===== src/rtl/rv_namec_mem_pkg.sv =====
// rv_namec_mem_pkg: shared memory-bus types and default widths for the rv_namec core.
package rv_namec_mem_pkg;

    localparam int MEM_ADDR_W = 32;
    localparam int MEM_DATA_W = 32;

    typedef enum logic [1:0] {IDLE, ADDR, RESP} arb_state_e;
    typedef enum logic {OWN_IF, OWN_LSU} owner_e;

endpackage


===== src/rtl/rv_namec_mem_arbiter_if.sv =====
// rv_namec_mem_arbiter_if: IF/LSU request ports and the shared memory bus.
interface rv_namec_mem_arbiter_if #(
    parameter int ADDR_W = 32,
    parameter int DATA_W = 32
);

    logic              if_req;
    logic [ADDR_W-1:0] if_addr;
    logic              if_we;
    logic [DATA_W/8-1:0] if_wstrb;
    logic [DATA_W-1:0] if_wdata;
    logic              if_gnt;
    logic              if_rvalid;
    logic [DATA_W-1:0] if_rdata;
    logic              if_err;

    logic              lsu_req;
    logic [ADDR_W-1:0] lsu_addr;
    logic              lsu_we;
    logic [DATA_W/8-1:0] lsu_wstrb;
    logic [DATA_W-1:0] lsu_wdata;
    logic              lsu_gnt;
    logic              lsu_rvalid;
    logic [DATA_W-1:0] lsu_rdata;
    logic              lsu_err;

    logic              mem_req;
    logic [ADDR_W-1:0] mem_addr;
    logic              mem_we;
    logic [DATA_W/8-1:0] mem_wstrb;
    logic [DATA_W-1:0] mem_wdata;
    logic              mem_gnt;
    logic              mem_rvalid;
    logic [DATA_W-1:0] mem_rdata;

    // arbiter side
    modport slave (
        input  if_req, if_addr, if_we, if_wstrb, if_wdata,
        input  lsu_req, lsu_addr, lsu_we, lsu_wstrb, lsu_wdata,
        input  mem_gnt, mem_rvalid, mem_rdata,
        output if_gnt, if_rvalid, if_rdata, if_err,
        output lsu_gnt, lsu_rvalid, lsu_rdata, lsu_err,
        output mem_req, mem_addr, mem_we, mem_wstrb, mem_wdata
    );

    // requesters and memory side
    modport master (
        output if_req, if_addr, if_we, if_wstrb, if_wdata,
        output lsu_req, lsu_addr, lsu_we, lsu_wstrb, lsu_wdata,
        output mem_gnt, mem_rvalid, mem_rdata,
        input  if_gnt, if_rvalid, if_rdata, if_err,
        input  lsu_gnt, lsu_rvalid, lsu_rdata, lsu_err,
        input  mem_req, mem_addr, mem_we, mem_wstrb, mem_wdata
    );

endinterface


===== src/rtl/rv_namec_bus_timer.sv =====
// rv_namec_bus_timer: clearable, saturating cycle counter that flags when LIMIT-1 is reached.
module rv_namec_bus_timer #(
    parameter int LIMIT = 255
) (
    input  logic clk_i,
    input  logic rst_ni,
    input  logic clr_i,
    input  logic en_i,
    output logic expire_o
);

    localparam int W = $clog2(LIMIT + 1);

    logic [W-1:0] cnt_q, cnt_d;

    always_comb begin
        cnt_d    = clr_i ? '0 : (en_i && cnt_q != W'(LIMIT)) ? cnt_q + 1'b1 : cnt_q;
        expire_o = cnt_q >= W'(LIMIT - 1);
    end

    always_ff @(posedge clk_i or negedge rst_ni) begin
        if (!rst_ni) cnt_q <= '0;
        else         cnt_q <= cnt_d;
    end

endmodule


===== src/rtl/rv_namec_mem_arbiter.sv =====
// rv_namec_mem_arbiter: round-robin single-outstanding arbiter sharing one memory bus
// between instruction fetch and the LSU, with timeout retirement of hung responses.
module rv_namec_mem_arbiter
    import rv_namec_mem_pkg::*;
#(
    parameter int ADDR_W  = MEM_ADDR_W,
    parameter int DATA_W  = MEM_DATA_W,
    parameter int TIMEOUT = 255
) (
    input logic rv_namec_mem_arbiter_clock,
    input logic rv_namec_mem_arbiter_reset_n,
    rv_namec_mem_arbiter_if.slave bus
);

    arb_state_e state_q, state_d;
    owner_e     owner_q, owner_d, last_q, last_d;

    logic                tmr_clr, tmr_en, tmr_exp;
    logic                own_req, own_gnt, own_rvalid, own_err;
    logic [DATA_W-1:0]   own_rdata;
    logic [ADDR_W-1:0]   addr_sel;
    logic                we_sel;
    logic [DATA_W/8-1:0] wstrb_sel;
    logic [DATA_W-1:0]   wdata_sel;

    // Payload follows the owner's live inputs; request is withdrawn as soon as the owner drops req.
    always_comb begin
        own_req        = owner_q == OWN_LSU ? bus.lsu_req   : bus.if_req;
        addr_sel       = owner_q == OWN_LSU ? bus.lsu_addr  : bus.if_addr;
        we_sel         = owner_q == OWN_LSU ? bus.lsu_we    : bus.if_we;
        wstrb_sel      = owner_q == OWN_LSU ? bus.lsu_wstrb : bus.if_wstrb;
        wdata_sel      = owner_q == OWN_LSU ? bus.lsu_wdata : bus.if_wdata;
        bus.mem_req    = state_q == ADDR && own_req;
        bus.mem_addr   = bus.mem_req ? addr_sel  : '0;
        bus.mem_we     = bus.mem_req ? we_sel    : 1'b0;
        bus.mem_wstrb  = bus.mem_req ? wstrb_sel : '0;
        bus.mem_wdata  = bus.mem_req ? wdata_sel : '0;
        own_gnt        = bus.mem_req && bus.mem_gnt;
        own_rvalid     = state_q == RESP && (bus.mem_rvalid || tmr_exp);
        own_err        = own_rvalid && !bus.mem_rvalid;
        own_rdata      = (own_rvalid && bus.mem_rvalid) ? bus.mem_rdata : '0;
        bus.if_gnt     = own_gnt    && owner_q == OWN_IF;
        bus.if_rvalid  = own_rvalid && owner_q == OWN_IF;
        bus.if_err     = own_err    && owner_q == OWN_IF;
        bus.if_rdata   = owner_q == OWN_IF ? own_rdata : '0;
        bus.lsu_gnt    = own_gnt    && owner_q == OWN_LSU;
        bus.lsu_rvalid = own_rvalid && owner_q == OWN_LSU;
        bus.lsu_err    = own_err    && owner_q == OWN_LSU;
        bus.lsu_rdata  = owner_q == OWN_LSU ? own_rdata : '0;
    end

    always_comb begin
        state_d = state_q;
        owner_d = owner_q;
        last_d  = last_q;
        tmr_clr = 1'b0;
        tmr_en  = 1'b0;
        case (state_q)
            IDLE: if (bus.if_req || bus.lsu_req) begin
                owner_d = (bus.if_req && bus.lsu_req) ? (last_q == OWN_IF ? OWN_LSU : OWN_IF)
                                                      : (bus.lsu_req ? OWN_LSU : OWN_IF);
                last_d  = owner_d;
                state_d = ADDR;
            end
            ADDR: if (!own_req) state_d = IDLE;
                  else if (bus.mem_gnt) begin
                      state_d = RESP;
                      tmr_clr = 1'b1;
                  end
            RESP: begin
                tmr_en = 1'b1;
                if (own_rvalid) state_d = IDLE;
            end
            default: state_d = IDLE;
        endcase
    end

    always_ff @(posedge rv_namec_mem_arbiter_clock or negedge rv_namec_mem_arbiter_reset_n) begin
        if (!rv_namec_mem_arbiter_reset_n) begin
            state_q <= IDLE;
            owner_q <= OWN_IF;
            last_q  <= OWN_IF;
        end else begin
            state_q <= state_d;
            owner_q <= owner_d;
            last_q  <= last_d;
        end
    end

    rv_namec_bus_timer #(.LIMIT(TIMEOUT)) u_timer (
        .clk_i   (rv_namec_mem_arbiter_clock),
        .rst_ni  (rv_namec_mem_arbiter_reset_n),
        .clr_i   (tmr_clr),
        .en_i    (tmr_en),
        .expire_o(tmr_exp)
    );

endmodule


===== src/flat_wrapper.sv =====
// flat-port wrapper written by rule: the top's interface ports become plain ports
module rv_namec_mem_arbiter_flat import rv_namec_mem_pkg::*;
#(
    parameter int ADDR_W  = MEM_ADDR_W,
    parameter int DATA_W  = MEM_DATA_W,
    parameter int TIMEOUT = 255
)
  (rv_namec_mem_arbiter_clock, rv_namec_mem_arbiter_reset_n, bus_if_req, bus_if_addr, bus_if_we, bus_if_wstrb, bus_if_wdata, bus_lsu_req, bus_lsu_addr, bus_lsu_we, bus_lsu_wstrb, bus_lsu_wdata, bus_mem_gnt, bus_mem_rvalid, bus_mem_rdata, bus_if_gnt, bus_if_rvalid, bus_if_rdata, bus_if_err, bus_lsu_gnt, bus_lsu_rvalid, bus_lsu_rdata, bus_lsu_err, bus_mem_req, bus_mem_addr, bus_mem_we, bus_mem_wstrb, bus_mem_wdata);
  rv_namec_mem_arbiter_if #(.ADDR_W(ADDR_W), .DATA_W(DATA_W)) bus_i ();
  input logic rv_namec_mem_arbiter_clock;
  input logic rv_namec_mem_arbiter_reset_n;
  input wire logic [$bits(bus_i.if_req)-1:0] bus_if_req;
  input wire logic [$bits(bus_i.if_addr)-1:0] bus_if_addr;
  input wire logic [$bits(bus_i.if_we)-1:0] bus_if_we;
  input wire logic [$bits(bus_i.if_wstrb)-1:0] bus_if_wstrb;
  input wire logic [$bits(bus_i.if_wdata)-1:0] bus_if_wdata;
  input wire logic [$bits(bus_i.lsu_req)-1:0] bus_lsu_req;
  input wire logic [$bits(bus_i.lsu_addr)-1:0] bus_lsu_addr;
  input wire logic [$bits(bus_i.lsu_we)-1:0] bus_lsu_we;
  input wire logic [$bits(bus_i.lsu_wstrb)-1:0] bus_lsu_wstrb;
  input wire logic [$bits(bus_i.lsu_wdata)-1:0] bus_lsu_wdata;
  input wire logic [$bits(bus_i.mem_gnt)-1:0] bus_mem_gnt;
  input wire logic [$bits(bus_i.mem_rvalid)-1:0] bus_mem_rvalid;
  input wire logic [$bits(bus_i.mem_rdata)-1:0] bus_mem_rdata;
  output wire logic [$bits(bus_i.if_gnt)-1:0] bus_if_gnt;
  output wire logic [$bits(bus_i.if_rvalid)-1:0] bus_if_rvalid;
  output wire logic [$bits(bus_i.if_rdata)-1:0] bus_if_rdata;
  output wire logic [$bits(bus_i.if_err)-1:0] bus_if_err;
  output wire logic [$bits(bus_i.lsu_gnt)-1:0] bus_lsu_gnt;
  output wire logic [$bits(bus_i.lsu_rvalid)-1:0] bus_lsu_rvalid;
  output wire logic [$bits(bus_i.lsu_rdata)-1:0] bus_lsu_rdata;
  output wire logic [$bits(bus_i.lsu_err)-1:0] bus_lsu_err;
  output wire logic [$bits(bus_i.mem_req)-1:0] bus_mem_req;
  output wire logic [$bits(bus_i.mem_addr)-1:0] bus_mem_addr;
  output wire logic [$bits(bus_i.mem_we)-1:0] bus_mem_we;
  output wire logic [$bits(bus_i.mem_wstrb)-1:0] bus_mem_wstrb;
  output wire logic [$bits(bus_i.mem_wdata)-1:0] bus_mem_wdata;
  assign bus_i.if_req = bus_if_req;
  assign bus_i.if_addr = bus_if_addr;
  assign bus_i.if_we = bus_if_we;
  assign bus_i.if_wstrb = bus_if_wstrb;
  assign bus_i.if_wdata = bus_if_wdata;
  assign bus_i.lsu_req = bus_lsu_req;
  assign bus_i.lsu_addr = bus_lsu_addr;
  assign bus_i.lsu_we = bus_lsu_we;
  assign bus_i.lsu_wstrb = bus_lsu_wstrb;
  assign bus_i.lsu_wdata = bus_lsu_wdata;
  assign bus_i.mem_gnt = bus_mem_gnt;
  assign bus_i.mem_rvalid = bus_mem_rvalid;
  assign bus_i.mem_rdata = bus_mem_rdata;
  assign bus_if_gnt = bus_i.if_gnt;
  assign bus_if_rvalid = bus_i.if_rvalid;
  assign bus_if_rdata = bus_i.if_rdata;
  assign bus_if_err = bus_i.if_err;
  assign bus_lsu_gnt = bus_i.lsu_gnt;
  assign bus_lsu_rvalid = bus_i.lsu_rvalid;
  assign bus_lsu_rdata = bus_i.lsu_rdata;
  assign bus_lsu_err = bus_i.lsu_err;
  assign bus_mem_req = bus_i.mem_req;
  assign bus_mem_addr = bus_i.mem_addr;
  assign bus_mem_we = bus_i.mem_we;
  assign bus_mem_wstrb = bus_i.mem_wstrb;
  assign bus_mem_wdata = bus_i.mem_wdata;
  rv_namec_mem_arbiter #(.ADDR_W(ADDR_W), .DATA_W(DATA_W), .TIMEOUT(TIMEOUT)) u_core (.rv_namec_mem_arbiter_clock(rv_namec_mem_arbiter_clock), .rv_namec_mem_arbiter_reset_n(rv_namec_mem_arbiter_reset_n), .bus(bus_i));
endmodule

===== config.mk =====
export PLATFORM = sky130hd
export DESIGN_NAME = rv_namec_mem_arbiter_flat
export DESIGN_NICKNAME = d
export VERILOG_FILES = /design/src/rtl/rv_namec_mem_pkg.sv /design/src/rtl/rv_namec_mem_arbiter_if.sv /design/src/rtl/rv_namec_bus_timer.sv /design/src/rtl/rv_namec_mem_arbiter.sv /design/src/flat_wrapper.sv
export SDC_FILE = /design/constraint.sdc
export NUM_CORES = 1
export LEC_CHECK = 0
export ABC_AREA = 0
export CELL_PAD_IN_SITES_DETAIL_PLACEMENT = 0
export CELL_PAD_IN_SITES_GLOBAL_PLACEMENT = 1
export CORE_ASPECT_RATIO = 1.75
export CORE_MARGIN = 2
export CORE_UTILIZATION = 15
export DETAILED_ROUTE_END_ITERATION = 6
export GPL_TIMING_DRIVEN = 0
export PLACE_DENSITY = 0.87
export REMOVE_ABC_BUFFERS = 1
export SETUP_SLACK_MARGIN = 0.05
export SYNTH_ARGS = -nofsm -noshare
export SYNTH_HDL_FRONTEND = slang
export SYNTH_HIERARCHICAL = 1
export SYNTH_SLANG_ARGS = --single-unit

===== constraint.sdc =====
create_clock -name rv_namec_mem_arbiter_clock -period 3.6 [get_ports rv_namec_mem_arbiter_clock]
set_input_delay 0.72 -clock rv_namec_mem_arbiter_clock [delete_from_list [all_inputs] [get_ports rv_namec_mem_arbiter_clock]]
set_output_delay 0.72 -clock rv_namec_mem_arbiter_clock [all_outputs]
set_load 0.01 [all_outputs]

==> results of run 1 <==
synth_stat cells, types with 2 or more instances:
cell	number
dfrtp_1	11
clkbuf_1	2
inv_2	2
nor3_1	9
a31oi_1	2
clkbuf_2	5
and3_1	4
nor2_1	77
a21oi_1	6
a211oi_1	4
ha_1	2
nand2_1	6
nand3_1	4
buf_6	3
o21ai_0	3
and2_1	64
inv_1	4
a41oi_1	2
buf_4	8
mux2i_1	69
buf_2	7
cells by family (layout without fill, tap and decap cells):
family | after synthesis | count (layout) | synth area share (%)
adders and majority gates | 2 | 2 | 1.12
AOI/OAI and AO/OA | 20 | 20 | 6.02
and+or+nand+nor | 173 | 174 | 39.8
DFF | 11 | 11 | 12.4
muxes | 71 | 71 | 32.2
buffers and inverters | 32 | 332 | 8.44
critical path: stages:
cell and delay [ns]:
clkdlybuf4s50_1 0.61, nor3b_4 0.61, and2_1 0.25, clkdlybuf4s50_1 0.54
per-layer routing:
layer	share of wire, %	track usage (%)	up-vias
met5	0.069	0	-
met4	1.5	2.99	2
met3	9.9	3.36	16
met2	54	27.3	242
met1	35	15.4	1502
li1	-	-	1640
flip-flops by register name (all words and copies together) (netlist names):
name,cells
u_core/u_timer/cnt_q,8
u_core/state_q,2
u_core/owner_q,1
cell usage in the layout (no fill, tap or decap), types with 2 or more instances in the layout:
| master | instances |
|---|---|
| dlygate4sd2_1 | 12 |
| buf_4 | 2 |
| clkbuf_16 | 3 |
| nor3b_4 | 2 |
| nor2_1 | 77 |
| a31oi_1 | 2 |
| a41oi_1 | 2 |
| a21oi_1 | 6 |
| dfrtp_1 | 10 |
| mux2i_1 | 69 |
| and2_1 | 64 |
| buf_16 | 2 |
| inv_1 | 4 |
| ha_1 | 2 |
| nand3_1 | 4 |
| buf_8 | 2 |
| nor3_1 | 9 |
| clkdlybuf4s50_1 | 303 |
| inv_2 | 2 |
| a211oi_1 | 4 |
| and3_1 | 3 |
| o21ai_0 | 3 |
| nand2_1 | 6 |
final cells by class:
class / instances / area (µm²)
clock buffers: 4 / 78.8
fillers: 1459 / 8790
inverters: 6 / 22.5
multi-input cells: 267 / 1790
flip-flops and latches: 11 / 279
well taps: 180 / 225
repair buffers: 322 / 3260
power breakdown:
part           switching, mW  internal [mW]  total (mW)
Sequential             0.114          0.162       0.275
Clock                 0.0529          0.148       0.201
Combinational          0.798           1.02        1.82
Total                  0.964           1.33        2.29
through the flow:
stage	hold slack (ns)	total power [mW]	setup slack (ns)	utilization [%]	instance area [µm²]
6_report	0.529	2.29	0.150	39.1	5650
5_1_grt	0.538	2.46	0.0865	39.1	5650
3_3_place_gp	0.501	2.06	-3.99	37.7	5440
3_5_place_dp	0.517	2.05	-0.283	38.3	5530
4_1_cts	0.521	2.28	-0.00281	38.9	5610
2_1_floorplan	0.424	1.15	-1.89	-	2060
worst max path at each step:
stage,end,startpoint
after global placement,bus_mem_addr[6],u_core/owner_q$_DFFE_PN0P_
final,bus_if_rdata[7],bus_mem_rvalid
after global routing,bus_if_rdata[7],bus_mem_rvalid
after CTS,bus_if_rdata[7],u_core/owner_q$_DFFE_PN0P_
after floorplan,bus_if_gnt,u_core/owner_q$_DFFE_PN0P_
after detailed placement,bus_if_rdata[7],bus_mem_rvalid
timing repair:
action                     CTS  global route
gates cloned                 0             1
setup buffers                2             1
gates resized for setup     14             1
setup endpoints to repair  131            24
pin swaps                   14             1
hold buffers                 0             0
==> qor.csv, run 1 <==
stage;metric;value;unit
outcome;outcome;completed;
sta;post-route-period-util;95.8;%
routing;dr.pass1.iters;4;
setup_path;crit_path_end_kind;output port;
global_routing;grt_pass1_wl;17500;µm
hold_path;holdPathEnd;u_core/state_q[0]$_DFFE_PN0P_;
sta;rsz0062_at_grt;false;
routing;post_drt_wl_per_cell;16.5;µm
logic_synthesis;synth-edff-count;0;
floorplanning;start_util;15.4;%
setup_path;rrSetupSlack;1.27;ns
placed_design;gp_congestion;0.747;
setup_path;r2r_end;u_core/u_timer/cnt_q[0]$_DFFE_PN0P_;
finish;final_cells;790;
clock_tree;clockBufferDepth;2;
logic_synthesis;synth_seq_cells;11;
flow_run;cap_violations;0;
sta;hold_viol_final;0;
floorplanning;core;14400;µm²
sta;final-max-slew-violation-count;0;
routing;drt-vias-per-instance;4.31;
logic_synthesis;yosysSeqAreaShare;12.4;%
floorplanning;dieHeight;165;µm
floorplanning;placementRows;58;
pwr;p_leak;2.41;nW
clock_tree;clkTransAtPathRegs;0.04;ns
setup_path;cp.required;2.88;ns
global_routing;grt_pass1_vias;3473;
finish;antenna_cells;0;
sta;relSlewSlack;57.8;%
floorplanning;dieArea;15900;µm²
hold_path;min_from;u_core/state_q[1]$_DFFE_PN0P_;
logic_synthesis;synth_top_cell_by_area;mux2i_1;
logic_synthesis;syn-cell-area;2220;µm²
sta;period_minus_slack;3.45;ns
floorplanning;io_pins;316;
placed_design;portBuffers;315;
pwr;peakVddDrop;0.256;mV
finish;drive_gt1_share;3.11;%
logic_synthesis;syn_avg_cell_area;7.20;µm²
global_routing;overflow;0;
finish;nNetsFinal;789;
routing;ant_nets;0;
pwr;p_per_area;406;nW/µm²
logic_synthesis;yosys_warnings;6;
setup_path;reg2reg_depth;7;
clock_tree;cts_buffers;3;
routing;drcViolationCount;0;
global_routing;grt_max_degree;44;
floorplanning;die_width;96.1;µm
placed_design;placed_cells;782;
clock_tree;worst_skew_pair.late_latency;0.24;ns
clock_tree;cts_max_level;1;
routing;first_iter_violations;96;
hold_path;hp-class;flop to flop;
sta;setup_tns;0;ns
logic_synthesis;syn_inst;309;
clock_tree;cts_tree;built;
global_routing;antenna_found_initial;1;
sta;clock_skew;0.00252;ns
setup_path;crit_type;input port to output port;
setup_path;crit_path_start_kind;input port;
logic_synthesis;yosysTopAreaCellShare;31.0;%
logic_synthesis;async_reset_ff_share;100;%
finish;syn2layout_area_growth;154;%
setup_path;regToRegStartpoint;u_core/owner_q$_DFFE_PN0P_;
global_routing;track_usage;14.3;%
logic_synthesis;synth.area.top_cells;mux2i_1 31%, and2_1 18%, nor2_1 13%;
routing;num_vias;3402;
clock_tree;cts_root_buffer;clkbuf_16;
setup_path;crit_arrival;2.73;ns
logic_synthesis;yosys_most_used_dff;dfrtp_1;
sta;fmax;290;MHz
sta;worst_slew_pin_slew;0.632;ns
clock_tree;cts.sinks;11;
sta;final-setup-viol-count;0;
routing;drt-total-wl;13100;µm
setup_path;worst-path-max-fanout;16;
logic_synthesis;synth_cell_type_count;36;
hold_path;holdPathStages;1;
placed_design;hpwl;10900;µm
(Power assumes the default switching activity.)
==> run 2, diff against run 1 <==
--- a/config.mk
+++ b/config.mk
@@ -11,10 +11,10 @@
 export CORE_ASPECT_RATIO = 1.75
 export CORE_MARGIN = 2
 export CORE_UTILIZATION = 15
+export CTS_CLUSTER_SIZE = 14
 export DETAILED_ROUTE_END_ITERATION = 6
 export GPL_TIMING_DRIVEN = 0
 export PLACE_DENSITY = 0.87
-export REMOVE_ABC_BUFFERS = 1
 export SETUP_SLACK_MARGIN = 0.05
 export SYNTH_ARGS = -nofsm -noshare
 export SYNTH_HDL_FRONTEND = slang
==> run 2 against run 1 <==
Against the previous run: register-to-register slack better by 0.28 ns; worst hold slack better by 0.011 ns; cell count up 2.3%; die area unchanged; design area up 0.53%; sequential power down 26%; via count up 2.8%; setup slack better by 0.030 ns; count of clock-buffer cells in the layout unchanged; wire length down 4.8%; global-route usage up 0.15 points; first-iteration DRC count down 10%.
==> qor.csv, run 2 (synthesis gave the netlist of run 1 again) <==
stage;metric;value;unit
outcome;outcome;completed;
clock_tree;clkTransAtPathRegs;0.04;ns
sta;clock_skew;0.00177;ns
setup_path;r2r_end;u_core/u_timer/cnt_q[0]$_DFFE_PN0P_;
pwr;p_per_area;400;nW/µm²
floorplanning;core;14400;µm²
finish;syn2layout_area_growth;155;%
setup_path;rrSetupSlack;1.55;ns
sta;final-max-slew-violation-count;0;
sta;final-setup-viol-count;0;
sta;worst_slew_pin_slew;0.625;ns
setup_path;regToRegStartpoint;u_core/owner_q$_DFFE_PN0P_;
routing;ant_nets;0;
sta;period_minus_slack;3.42;ns
setup_path;cp_cell_sequence;clkdlybuf4s50_1 > nor3b_2 > clkbuf_1 > and2_1 > clkdlybuf4s50_1;
routing;drt-vias-per-instance;4.33;
clock_tree;cts_root_buffer;clkbuf_16;
floorplanning;die_width;96.1;µm
finish;top_regs;u_core/u_timer/cnt_q (8), u_core/state_q (2), u_core/owner_q (1);
hold_path;min_from;u_core/state_q[1]$_DFFE_PN0P_;
clock_tree;ctsResizeCount;0;
flow_run;cap_violations;0;
hold_path;hp-class;flop to flop;
clock_tree;cts_tree;built;
floorplanning;start_util;15.4;%
sta;post-route-period-util;95.0;%
routing;dr.pass1.iters;4;
finish;nNetsFinal;807;
finish;final_cell_mix;315 x clkdlybuf4s50_1, 77 x nor2_1, 69 x mux2i_1;
setup_path;crit_path_end_kind;output port;
setup_path;crit_buf_inv;3;
pwr;p_leak;2.39;nW
global_routing;grt_pass1_wl;17600;µm
finish;largest_reg_flops;8;
hold_path;holdPathStages;1;
clock_tree;worst_skew_pair.late_latency;0.24;ns
clock_tree;cts.sinks;11;
global_routing;grt_max_degree;12;
placed_design;gp_congestion;0.773;
finish;antenna_cells;0;
global_routing;grt_pass1_vias;3619;
sta;hold-worst-slack;0.540;ns
sta;hold_viol_final;0;
floorplanning;io_pins;316;
logic_synthesis;syn-num-nets;487;
setup_path;crit_path_start_kind;input port;
finish;largest_register;u_core/u_timer/cnt_q;
placed_design;pre_cts_slack;0.173;ns
clock_tree;clockBufferDepth;2;
finish;final_common_cell;clkdlybuf4s50_1;
setup_path;cp.required;2.88;ns
sta;rsz0062_at_grt;false;
routing;first_iter_violations;86;
setup_path;crit_arrival;2.70;ns
setup_path;crit_family;buffers and inverters;
routing;num_vias;3497;
sta;fmax;292;MHz
setup_path;reg2reg_depth;9;
finish;drive_gt1_share;5.10;%
sta;setup_tns;0;ns
routing;drt-total-wl;12400;µm
clock_tree;cts_hold_buf;0;
pwr;power.total;2.27;mW
setup_path;cpPeakStageDelay;0.55;ns
placed_design;hpwl;11000;µm
setup_path;crit_type;input port to output port;
hold_path;holdPathEnd;u_core/state_q[0]$_DFFE_PN0P_;
routing;post_drt_wl_per_cell;15.4;µm
clock_tree;cts_max_level;1;
clock_tree;post-cts-setup-buffer-count;0;
global_routing;track_usage;14.4;%
setup_path;cp_common_cell;clkdlybuf4s50_1;
floorplanning;dieArea;15900;µm²
global_routing;antenna_found_initial;0;
global_routing;overflow;0;
floorplanning;dieHeight;165;µm
placed_design;portBuffers;315;
sta;relSlewSlack;58.3;%
pwr;peakVddDrop;0.215;mV
clock_tree;cts_buffers;3;
floorplanning;placementRows;58;
setup_path;worst-path-max-fanout;10;
setup_path;critPathSlowestCell;clkdlybuf4s50_1;
sta;setup_ws;0.180;ns
routing;drcViolationCount;0;
## run 2: cell count changes in the layout (fill, tap and decap cells not counted), moves of 2 or more
| cell | before | now |
|---|---|---|
| buf_16 | 2 | 0 |
| buf_2 | 0 | 7 |
| buf_4 | 2 | 8 |
| buf_6 | 0 | 3 |
| buf_8 | 2 | 0 |
| clkbuf_1 | 1 | 3 |
| clkbuf_2 | 0 | 5 |
| clkdlybuf4s50_1 | 303 | 315 |
| dlygate4sd2_1 | 12 | 0 |
| nor3b_4 | 2 | 0 |
## run 2: area by class of cell
| type | instances | area (µm²) |
|---|---|---|
| Buffer | 26 | 165 |
| Timing Repair Buffer | 315 | 3150 |
| Inverter | 6 | 22.5 |
| Clock buffer | 4 | 78.8 |
| Multi-Input combinational cell | 266 | 1760 |
| Tap cell | 180 | 225 |
| Sequential cell | 11 | 275 |
| Fill cell | 1450 | 8760 |
## run 2: worst max-delay path by stage
stage | from | endpoint | depth (start not counted)
finish | bus_mem_rvalid | bus_if_rdata[15] | 5
CTS | bus_mem_rvalid | bus_if_rdata[14] | 5
global placement | bus_mem_rvalid | bus_if_rdata[14] | 5
global route | bus_mem_rvalid | bus_if_rdata[14] | 5
detailed placement | bus_mem_rvalid | bus_if_rdata[14] | 5
floorplan | bus_lsu_req | bus_lsu_gnt | 5
## run 2: where the power goes
part / switching (mW) / total (mW) / leakage [nW] / internal [mW]
logic: 0.857 / 1.86 / 2.21 / 1.01
clock network: 0.0573 / 0.206 / 0.0382 / 0.149
registers: 0.0444 / 0.203 / 0.145 / 0.159
## run 2: per-layer routing
layer	wire (µm)	global-route usage, %	vias up
li1	-	-	1676
met1	4120	14.3	1572
met2	6690	28.3	241
met3	1510	4.45	8
met4	110	2.92	0
met5	0	0	-
## run 2: per-stage QoR
stage | std cells | cell area (µm²) | util [%]
floorplan | 309 | 2220 | -
global placement | 804 | 5600 | 38.8
detailed placement | 804 | 5600 | 38.8
CTS | 808 | 5680 | 39.3
global route | 808 | 5680 | 39.3
finish | 808 | 5680 | 39.3
==> run 3, diff against run 2 <==
--- a/config.mk
+++ b/config.mk
@@ -14,9 +14,9 @@
 export CTS_CLUSTER_SIZE = 14
 export DETAILED_ROUTE_END_ITERATION = 6
 export GPL_TIMING_DRIVEN = 0
-export PLACE_DENSITY = 0.87
+export PLACE_DENSITY = 0.93
 export SETUP_SLACK_MARGIN = 0.05
 export SYNTH_ARGS = -nofsm -noshare
 export SYNTH_HDL_FRONTEND = slang
-export SYNTH_HIERARCHICAL = 1
 export SYNTH_SLANG_ARGS = --single-unit
+export TNS_END_PERCENT = 100
==> run 3 against run 2 <==
Against the previous run: register-to-register slack improved by 0.57 ns; core utilization increased by 1.5 points; wire length increased by 0.71%; via count decreased by 5.3%; clock power about the same; cell count decreased by 1.9%; design area decreased by 0.13%; sequential power increased by 2%; sequential share of layout area about the same; clock skew increased by 0.0021 ns; critical path type unchanged; largest power group unchanged.
==> qor.csv, run 3 <==
stage;metric;value;unit
sta;final-max-slew-violation-count;0;
finish;stdcell_area;5670;µm²
finish;fin_util;40.8;%
routing;ant_nets;0;
sta;worst_slew_pin_slew;0.767;ns
setup_path;worst-path-max-fanout;10;
placed_design;portBuffers;315;
setup_path;cp.required;2.88;ns
global_routing;grt_pass1_wl;17900;µm
sta;setup_tns;0;ns
logic_synthesis;synth_cell_type_count;37;
floorplanning;placementRows;57;
setup_path;crit_type;input port to output port;
placed_design;gp_congestion;0.872;
pwr;intPower;1.28;mW
finish;final_common_cell;clkdlybuf4s50_1;
clock_tree;cts_root_buffer;clkbuf_16;
routing;post_drt_wl_per_cell;15.8;µm
logic_synthesis;synth_common_cells;77 x nor2_1, 72 x mux2i_1, 65 x and2_1, 12 x clkbuf_1, 11 x dfrtp_1;
sta;relSlewSlack;48.9;%
setup_path;cp_cell_sequence;clkdlybuf4s50_1 > mux2i_4 > or3b_4 > clkbuf_4 > nor2_1 > clkdlybuf4s50_1;
logic_synthesis;yosys_warnings;0;
logic_synthesis;yosysTopAreaCellShare;33.6;%
setup_path;crit_family;buffers and inverters;
flow_run;cap_violations;0;
global_routing;overflow;0;
clock_tree;cts_max_level;1;
logic_synthesis;async_reset_ff_share;100;%
finish;top_regs;u_core.u_timer.cnt_q (8), u_core.state_q (2), u_core.owner_q (1);
sta;period_minus_slack;3.48;ns
sta;fmax;287;MHz
setup_path;crit_arrival;2.76;ns
pwr;peakVddDrop;0.210;mV
sta;hold_viol_final;0;
finish;largest_reg_flops;8;
finish;n_fill_cell;1434;
setup_path;crit_buf_inv;3;
floorplanning;dieArea;15300;µm²
finish;largest_register;u_core.u_timer.cnt_q;
floorplanning;dieHeight;162;µm
setup_path;cp_common_cell;clkdlybuf4s50_1;
pwr;power.total;2.26;mW
logic_synthesis;synth.area.top_cells;mux2i_1 34%, and2_1 19%, nor2_1 13%;
pwr;p_per_area;397;nW/µm²
routing;drcViolationCount;0;
logic_synthesis;syn_inst;298;
pwr;sequentialPowerShare;9.2;%
clock_tree;clockBufferDepth;2;
finish;antenna_cells;0;
routing;dr.pass1.iters;4;
clock_tree;cts_tree;built;
pwr;power.share.switching;43.4;%
sta;rsz0062_at_grt;true;
sta;post-route-period-util;96.6;%
outcome;outcome;completed;
setup_path;crit_path_end_kind;output port;
routing;drt-total-wl;12500;µm
finish;syn2layout_area_growth;164;%
logic_synthesis;yosysSeqAreaShare;12.8;%
logic_synthesis;syn-cell-area;2150;µm²
hold_path;hp-class;flop to flop;
logic_synthesis;yosysMostFrequentCell;nor2_1;
setup_path;cpPeakStageDelay;0.55;ns
pwr;p_leak;2.64;nW
finish;final-seq-area;275;µm²
clock_tree;cts.sinks;11;
sta;final-setup-viol-count;0;
finish;nNetsFinal;795;
logic_synthesis;syn-num-nets;476;
logic_synthesis;synth_top_cell_by_area;mux2i_1;
routing;first_iter_violations;50;
logic_synthesis;synth_seq_cells;11;
setup_path;critPathSlowestCell;clkdlybuf4s50_1;
finish;final_cell_mix;291 x clkdlybuf4s50_1, 72 x mux2i_1, 68 x nor2_1;
pwr;pwr-share-comb;81.7;%
global_routing;antenna_found_initial;1;
global_routing;track_usage;15.5;%
logic_synthesis;yosys_most_used_dff;dfrtp_1;
routing;num_vias;3311;
placed_design;hpwl;11200;µm
logic_synthesis;syn_avg_cell_area;7.20;µm²
pwr;p_switching;979;µW
placed_design;postPlaceCellArea;5520;µm²
floorplanning;start_util;15.4;%
pwr;p_clk_share;9.1;%
global_routing;grt_pass1_vias;3239;
clock_tree;cts_buffers;3;
clock_tree;clkTransAtPathRegs;0.04;ns
floorplanning;core;13900;µm²
finish;drive_gt1_share;3.90;%
global_routing;grt_max_degree;12;
floorplanning;die_width;94.4;µm
clock_tree;worst_skew_pair.late_latency;0.24;ns
floorplanning;io_pins;316;
finish;multiInputGateArea;1810;µm²
routing;drt-vias-per-instance;4.18;
logic_synthesis;synth-edff-count;0;
sta;clock_skew;0.00391;ns
setup_path;crit_path_start_kind;input port;
==> run 3: cell families after synthesis <==
family | share of synthesized area (%)
simple gates | 40.4
mux | 34.2
buf+inv | 5.13
compound gates | 6.30
flops | 12.8
fa+ha+maj | 1.17
==> run 3: worst paths after layout <==
path	start	end	slack (ns)	cells past startpoint
worst max-delay path	bus_lsu_req	bus_mem_addr[29]	0.12	6
worst min-delay path	u_core.u_timer.cnt_q[4]$_DFFE_PN0P_	u_core.u_timer.cnt_q[4]$_DFFE_PN0P_	0.51	1
worst max register to register	u_core.u_timer.cnt_q[2]$_DFFE_PN0P_	u_core.state_q[1]$_DFFE_PN0P_	2.12	3
worst min register to register	u_core.u_timer.cnt_q[4]$_DFFE_PN0P_	u_core.u_timer.cnt_q[4]$_DFFE_PN0P_	0.51	1
max in group asynchronous	rv_namec_mem_arbiter_reset_n	u_core.u_timer.cnt_q[0]$_DFFE_PN0P_	2.44	1
min in group asynchronous	rv_namec_mem_arbiter_reset_n	u_core.u_timer.cnt_q[7]$_DFFE_PN0P_	0.82	1
==> run 3: area by class of cell <==
cell class                 instances  share of cell area, %
buffer                            22                   1.83
clock buffer                       4                   1.39
inverter                           2                  0.132
multi-input combinational        262                   31.9
sequential                        11                   4.85
tap                              177                   3.90
timing repair buffer             315                   56.0
==> run 3: power groups by stage <==
stage	Combinational [mW]	Sequential, mW	Clock, mW
2_1_floorplan	0.929	0.193	0
3_3_place_gp	1.86	0.203	0
3_5_place_dp	1.86	0.207	0
4_1_cts	1.88	0.206	0.209
5_1_grt	1.98	0.215	0.215
6_report	1.84	0.207	0.205
==> run 3: repair_timing <==
item                                    CTS  global route
buffers inserted                          0             0
hold buffers                              0             0
gates cloned                              0             0
resized for setup                        25            16
endpoints found under the setup margin  100            35
==> run 3: worst register-to-register path, stage by stage (launching register included) <==
cell and delay [ns]:
dfrtp_1 0.44, nand3_1 0.21, nor3_1 0.53, o32ai_1 0.16
==> run 3: per-stage QoR <==
stage                     cells  setup WS [ns]  hold WS, ns
final                       793          0.121        0.511
after global routing        793         0.0238        0.540
after CTS                   793         0.0336        0.514
after detailed placement    790         -0.263        0.508
after global placement      790         -0.277        0.496
after floorplan             298           1.22        0.424
==> run 3: per-layer routing <==
layer	vias to the layer above	track usage (%)	share of wire, %
met3	11	4.36	10
met5	-	0	0.10
li1	1648	-	-
met2	223	30.0	53
met4	2	3.16	1.2
met1	1427	16.2	36
